$ cat config.mk
export PLATFORM = sky130hd
export DESIGN_NAME = sample_sender
export DESIGN_NICKNAME = d
export VERILOG_FILES = /design/src/rtl/sample_sender_pkg.sv /design/src/rtl/sample_sender_addr_down_counter.sv /design/src/rtl/sample_sender.sv
export SDC_FILE = /design/constraint.sdc
export NUM_CORES = 1
export LEC_CHECK = 0
export CAP_MARGIN = 20
export CORE_ASPECT_RATIO = 1.1
export CORE_MARGIN = 1.5
export CORE_UTILIZATION = 36
export CTS_CLUSTER_SIZE = 10
export DETAILED_ROUTE_END_ITERATION = 6
export GPL_TIMING_DRIVEN = 1
export PLACE_DENSITY = 0.57
export REMOVE_ABC_BUFFERS = 1
export SYNTH_ARGS = -nofsm -noshare
export SYNTH_HDL_FRONTEND = slang
export SYNTH_SLANG_ARGS = --single-unit
$ cat constraint.sdc
create_clock -name clock -period 4.2 [get_ports clock]
set_input_delay 0.84 -clock clock [delete_from_list [all_inputs] [get_ports clock]]
set_output_delay 0.84 -clock clock [all_outputs]
set_load 0.03 [all_outputs]
$ cat src/rtl/sample_sender_pkg.sv
// Shared definitions for the capture-buffer readback path:
// default sample width, bytes-per-sample helper and the serializer state encoding.
package sample_sender_pkg;

   localparam int SAMPLE_WIDTH = 8;

   function automatic int bytes_per_sample(input int width);
      return (width + 7) / 8;
   endfunction

   localparam int BYTES_PER_SAMPLE = bytes_per_sample(SAMPLE_WIDTH);

   typedef enum logic [2:0] {
      ST_IDLE      = 3'd0,
      ST_ADDR      = 3'd1,
      ST_LATCH     = 3'd2,
      ST_SEND      = 3'd3,
      ST_WAIT_ACK  = 3'd4,
      ST_WAIT_DONE = 3'd5,
      ST_FINISH    = 3'd6
   } ss_state_e;

endpackage

$ cat src/rtl/sample_sender_addr_down_counter.sv
// Read-address and remaining-sample bookkeeping for sample_sender: loads the newest
// address and a clamped sample count, then steps backwards with modulo-depth wrap.
module addr_down_counter #(
   parameter int ADDR_WIDTH = 10
) (
   input  logic                  i_clock,
   input  logic                  i_reset,
   input  logic                  i_load,
   input  logic [ADDR_WIDTH-1:0] i_last_addr,
   input  logic [ADDR_WIDTH:0]   i_read_count,
   input  logic                  i_step,
   output logic [ADDR_WIDTH-1:0] o_addr,
   output logic                  o_load_zero,
   output logic                  o_rem_is_one
);

   localparam logic [ADDR_WIDTH:0] LP_DEPTH = {1'b1, {ADDR_WIDTH{1'b0}}};

   logic [ADDR_WIDTH-1:0] r_addr;
   logic [ADDR_WIDTH:0]   r_remaining;
   logic [ADDR_WIDTH:0]   w_clamped;

   // A count larger than the buffer can only ever read each sample once.
   always_comb begin
      w_clamped = i_read_count;
      if (i_read_count > LP_DEPTH) begin
         w_clamped = LP_DEPTH;
      end else begin
         w_clamped = i_read_count;
      end
   end

   // Address/count registers; plain subtraction wraps address 0 to the top of the RAM.
   always_ff @(posedge i_clock or posedge i_reset) begin
      if (i_reset) begin
         r_addr      <= {ADDR_WIDTH{1'b0}};
         r_remaining <= {(ADDR_WIDTH+1){1'b0}};
      end else if (i_load) begin
         r_addr      <= i_last_addr;
         r_remaining <= w_clamped;
      end else if (i_step) begin
         r_addr      <= r_addr - ADDR_WIDTH'(1);
         r_remaining <= r_remaining - (ADDR_WIDTH+1)'(1);
      end
   end

   assign o_addr       = r_addr;
   assign o_load_zero  = (i_read_count == {(ADDR_WIDTH+1){1'b0}});
   assign o_rem_is_one = (r_remaining == (ADDR_WIDTH+1)'(1));

endmodule

$ cat src/rtl/sample_sender.sv
// Capture-buffer readback: walks sample RAM from the newest sample backwards and
// hands each sample to the UART transmitter LSB byte first.
module sample_sender #(
   parameter int SAMPLE_WIDTH = sample_sender_pkg::SAMPLE_WIDTH,
   parameter int ADDR_WIDTH   = 10
) (
   input  logic                    clock,
   input  logic                    reset,
   input  logic                    start,
   input  logic                    abort,
   input  logic [ADDR_WIDTH-1:0]   last_addr,
   input  logic [ADDR_WIDTH:0]     read_count,
   output logic [ADDR_WIDTH-1:0]   mem_addr,
   input  logic [SAMPLE_WIDTH-1:0] mem_data,
   output logic [7:0]              tx_byte,
   output logic                    tx_start,
   input  logic                    tx_busy,
   output logic                    busy,
   output logic                    done
);

   import sample_sender_pkg::*;

   localparam int         LP_NBYTES    = bytes_per_sample(SAMPLE_WIDTH);
   localparam int         LP_SREG_W    = LP_NBYTES * 8;
   localparam logic [3:0] LP_LAST_BYTE = 4'(LP_NBYTES - 1);

   ss_state_e             r_state;
   ss_state_e             w_next_state;
   logic [LP_SREG_W-1:0]  r_sample;
   logic [LP_SREG_W-1:0]  w_sample_shift;
   logic [3:0]            r_byte_idx;
   logic [7:0]            r_tx_byte;
   logic                  r_tx_start;
   logic                  r_busy;
   logic                  r_done;
   logic                  w_load;
   logic                  w_step;
   logic                  w_send;
   logic                  w_next_byte;
   logic                  w_load_zero;
   logic                  w_rem_is_one;
   logic [ADDR_WIDTH-1:0] w_addr;

   addr_down_counter #(
      .ADDR_WIDTH (ADDR_WIDTH)
   ) u_counter (
      .i_clock      (clock),
      .i_reset      (reset),
      .i_load       (w_load),
      .i_last_addr  (last_addr),
      .i_read_count (read_count),
      .i_step       (w_step),
      .o_addr       (w_addr),
      .o_load_zero  (w_load_zero),
      .o_rem_is_one (w_rem_is_one)
   );

   // Zero padding above SAMPLE_WIDTH comes for free from the widened sample register.
   assign w_sample_shift = r_sample >> {r_byte_idx, 3'b000};

   // Next-state logic; abort preempts everything except the idle and finishing states.
   always_comb begin
      w_next_state = r_state;
      w_load       = 1'b0;
      w_step       = 1'b0;
      w_send       = 1'b0;
      w_next_byte  = 1'b0;
      if (abort && (r_state != ST_IDLE) && (r_state != ST_FINISH)) begin
         w_next_state = ST_FINISH;
      end else begin
         case (r_state)
            ST_IDLE: begin
               if (start && !abort) begin
                  w_load       = 1'b1;
                  w_next_state = w_load_zero ? ST_FINISH : ST_ADDR;
               end else begin
                  w_next_state = ST_IDLE;
               end
            end
            ST_ADDR:  w_next_state = ST_LATCH;
            ST_LATCH: w_next_state = ST_SEND;
            ST_SEND: begin
               if (!tx_busy) begin
                  w_send       = 1'b1;
                  w_next_state = ST_WAIT_ACK;
               end else begin
                  w_next_state = ST_SEND;
               end
            end
            ST_WAIT_ACK: begin
               if (tx_busy) begin
                  w_next_state = ST_WAIT_DONE;
               end else begin
                  w_next_state = ST_WAIT_ACK;
               end
            end
            ST_WAIT_DONE: begin
               if (!tx_busy) begin
                  if (r_byte_idx < LP_LAST_BYTE) begin
                     w_next_byte  = 1'b1;
                     w_next_state = ST_SEND;
                  end else begin
                     w_step       = 1'b1;
                     w_next_state = w_rem_is_one ? ST_FINISH : ST_ADDR;
                  end
               end else begin
                  w_next_state = ST_WAIT_DONE;
               end
            end
            ST_FINISH: w_next_state = ST_IDLE;
            default:   w_next_state = ST_IDLE;
         endcase
      end
   end

   // State, sample capture and registered UART/handshake outputs.
   always_ff @(posedge clock or posedge reset) begin
      if (reset) begin
         r_state    <= ST_IDLE;
         r_sample   <= {LP_SREG_W{1'b0}};
         r_byte_idx <= 4'd0;
         r_tx_byte  <= 8'd0;
         r_tx_start <= 1'b0;
         r_busy     <= 1'b0;
         r_done     <= 1'b0;
      end else begin
         r_state    <= w_next_state;
         r_tx_start <= w_send;
         r_busy     <= (w_next_state != ST_IDLE) && (w_next_state != ST_FINISH);
         r_done     <= (r_state == ST_FINISH);
         if (w_send) begin
            r_tx_byte <= w_sample_shift[7:0];
         end
         if (r_state == ST_LATCH) begin
            r_sample   <= LP_SREG_W'(mem_data);
            r_byte_idx <= 4'd0;
         end else if (w_next_byte) begin
            r_byte_idx <= r_byte_idx + 4'd1;
         end
      end
   end

   assign mem_addr = w_addr;
   assign tx_byte  = r_tx_byte;
   assign tx_start = r_tx_start;
   assign busy     = r_busy;
   assign done     = r_done;

endmodule

==> results.md <==
* Outcome: complete, no violations
* Int Pwr at roughly 1200 uW
* Clock Pin Slew Worst Setup and Hold Paths at 0.09 ns
* Worst hold endpoint: tx_byte[0]
* Top_reg_cell synth: dfrtp_1
* Die footprint at about 0.0067 sq mm
* Actual slew at the worst max-slew pin at 0.600 ns
* TritonCTS buffer count at 5
* Hpwl dp at roughly 3600 microns
* Yosys cell types at between 50 and 60
* PortBufs at between 50 and 60
* DP Area at roughly 0.0028 sq mm
* Crit path buf inv count at 1
* GRT Overall Usage at 16.8%
* Flop pwr share at 38.8%
* Reg-to-reg slack, setup at about 2.2 ns
* Most numerous cell in the Yosys netlist: dfrtp_1
* Cell Chain, Critical Path: clkdlybuf4s50_1 > and4bb_1 > nand4_4 > o311a_1 > a211o_1
* Cell count after synthesis at roughly 210
* Cell area after synthesis at 0.00224 sq mm
* Critical Path RT at 4.40 ns
* Worst reg2reg path depth at 5
* Post-DR wirelength/cell at roughly 15 microns
* Top-area cell type share of the netlist area at 48.0%
* Initial DRC count at 79
* Final WS setup at ~1.7 ns
* First-pass GRT wire length at roughly 9000 microns
* ANT nets after route at 0
* Synth Warn # at 0
* Static leakage at about 0.0012 uW
* Die width at ~80 microns
* Ys async rst share at between 90% and 100%
* Max_cap viols at 0
* CP arrival at 2.74 ns
* Top cells by instance count after synthesis: dfrtp_1 (43), nand2_1 (15), mux2_2 (13)
* Number of synthesized flops with an enable pin at 0
* Critical path class: input port to flop
* Max VDD drop at approximately 0.00036 V
* Final WL at 4990 microns
* Worst rel slew slack at between 50% and 60%
* Skew-Pair Late Insertion Delay at approximately 0.30 ns
* Largest net degree at the start of global routing at 44
* Psw at between 700 and 800 uW
* Max Freq at just under 400 MHz
* Synth Register Bits at 43
* Setup slack at placement at ~1.3 ns
* # DRC at 0
* RSZ-0062 raised after global routing: no
* # rows at 29
* Reg2Reg Capture Point: u_counter.o_addr[3]
* Buffer levels on the longest clock path at 2
* CTS tree: done
* Layout cells sized above 1 at a little over an eighth
* CTS Sinks at 43
* Pwr Density at 678 mW/mm^2
* Initial antenna violation count at 0
* Nets at ~300
* Ranking of synthesized cells by area: dfrtp_1 (48%), mux2_2 (6.5%), nand2_1 (2.5%), o211ai_1 (2.3%), o311ai_1 (2.0%)
* Area Growth Syn to Fin at 31.8%
* Via Count at 1781
* Setup violations, final at 0
* Gate power share at 44.8%
* Switch share at between 30% and 40%
* Die Y at ~86 microns
* Core ar. at slightly below 0.006 sq mm
* Synthesized area per cell at approximately 11 sq um
* Fin area at between 0.002 and 0.003 sq mm
* Tcrit/Tclk final at about 60%
* Final hold violation count at 0
* Max Fanout on Critical Path at 8
* Vias per cell at about 5.3
* GR Overflow Total at 0
* Clk root buf: clkbuf_8
* Clock power frac at between 15 and 20%
* Hold Path Class: flop to flop
* FF-to-FF Start: r_state[2]
* Crit path max-delay cell type: and4bb_1
* Startpoint type of the worst setup path: input port
* Cell taking the most area after synthesis: dfrtp_1
* Register area share after synthesis at a little under half
* Ant. Diodes at 0
* 1st-pass router iterations at 4
* Clock skew at about 0.010 ns
* Worst Setup End Kind: flop
* Tmin final at about 2.5 ns
* Postcts setup bufs at 0
* Hold depth at 1
* I/O pin cnt at 55
* Setup TNS at 0 ns
* Vias in the first global route at about 1800
* Fin. max-slew vios at 0
* Hold Buf Count CTS at 0
* Resized cells post-CTS at 0
* CP max stage delay at approximately 0.57 ns
* Initial cell density of the core at a little under two fifths
* Placer Congestion at 0.808
* CP top delay family: simple AND/OR/NAND/NOR gates
* # H-tree levels at 2
* Hold Path Origin: tx_byte[0]
how the worst max path moves through the flow:
stage / startpoint / to / slack, ns / cells after the start
CTS: abort / u_counter.o_addr[3] / 1.64 / 6
finish: abort / u_counter.r_remaining[7] / 1.66 / 5
floorplan: abort / u_counter.o_addr[3] / 2.11 / 4
global route: abort / u_counter.o_addr[6] / 1.51 / 5
global placement: abort / u_counter.r_remaining[7] / 1.39 / 5
detailed placement: abort / u_counter.o_addr[3] / 1.34 / 6
metal layers:
layer / GRT usage (%) / part of all wire, %
met5: 0 / 0
met4: 5.36 / 1.3
met3: 3.94 / 4.5
met2: 26.8 / 48
met1: 22.8 / 46
registers in the layout (all words and copies together), names as in the netlist:
| register | cells |
|---|---|
| busy | 1 |
| done | 1 |
| r_sample | 8 |
| r_state | 3 |
| tx_byte | 8 |
| tx_start | 1 |
| u_counter.o_addr | 10 |
| u_counter.r_remaining | 11 |
cells by family after synthesis:
kind of cell	after synthesis	synth area share [%]
simple gates	78	22.2
buf+inv	16	3.29
compound gates	42	13.6
fa+ha+maj	3	1.67
flops	43	48.0
xor+xnor	6	2.34
mux	18	8.93
power by group through the flow:
stage | clock network [uW] | registers, uW | logic [uW]
3_5_place_dp | 0 | 787 | 906
4_1_cts | 339 | 780 | 910
5_1_grt | 361 | 816 | 985
3_3_place_gp | 0 | 785 | 904
6_report | 328 | 779 | 898
2_1_floorplan | 0 | 922 | 439
through the flow:
step	hold WS, ns	total power, uW	instances	util, %
2_1_floorplan	0.460	1360	196	-
3_3_place_gp	0.469	1690	329	48.4
3_5_place_dp	0.474	1690	329	48.4
4_1_cts	0.493	2030	337	50.3
5_1_grt	0.506	2160	337	50.3
6_report	0.486	2000	337	50.3
placed cells by master (no fill, tap or decap), types with 2 or more instances in the layout:
master           synthesis  layout
o311ai_1                 5       5
nor3_1                   8       8
nor4_2                   3       3
buf_4                    2       2
mux2_1                   3       3
ha_1                     3       3
or3_1                    5       5
nand2b_1                 4       4
o21ai_0                  6       6
nand3b_1                 5       5
nand3_1                  6       6
nor2b_1                  4       4
inv_1                    6       5
xor2_1                   4       4
o21ai_1                  4       4
o211ai_1                 7       7
a21oi_1                  3       3
o31ai_1                  2       2
nor3b_1                  2       2
dfrtp_1                 43      43
mux2_2                  13      13
nor2_1                   8       8
xnor2_1                  2       2
nor4_1                   3       3
a22oi_1                  2       2
mux2i_1                  2       2
o21a_1                   2       2
nand4_1                  2       2
clkdlybuf4s50_1          0      54
clkbuf_8                 0       5
nand2_1                 15      15
a221o_1                  2       2
nand4b_1                 2       2
final cells by class:
cell class	instances	area [sq um]
Clock buffer	5	68.8
Tap cell	77	96.3
Multi-Input combinational cell	147	1090
Timing Repair Buffer	56	556
Clock inverter	3	43.8
Inverter	6	22.5
Sequential cell	43	1080
Fill cell	562	2920
Power figures use the tool's default switching activity.
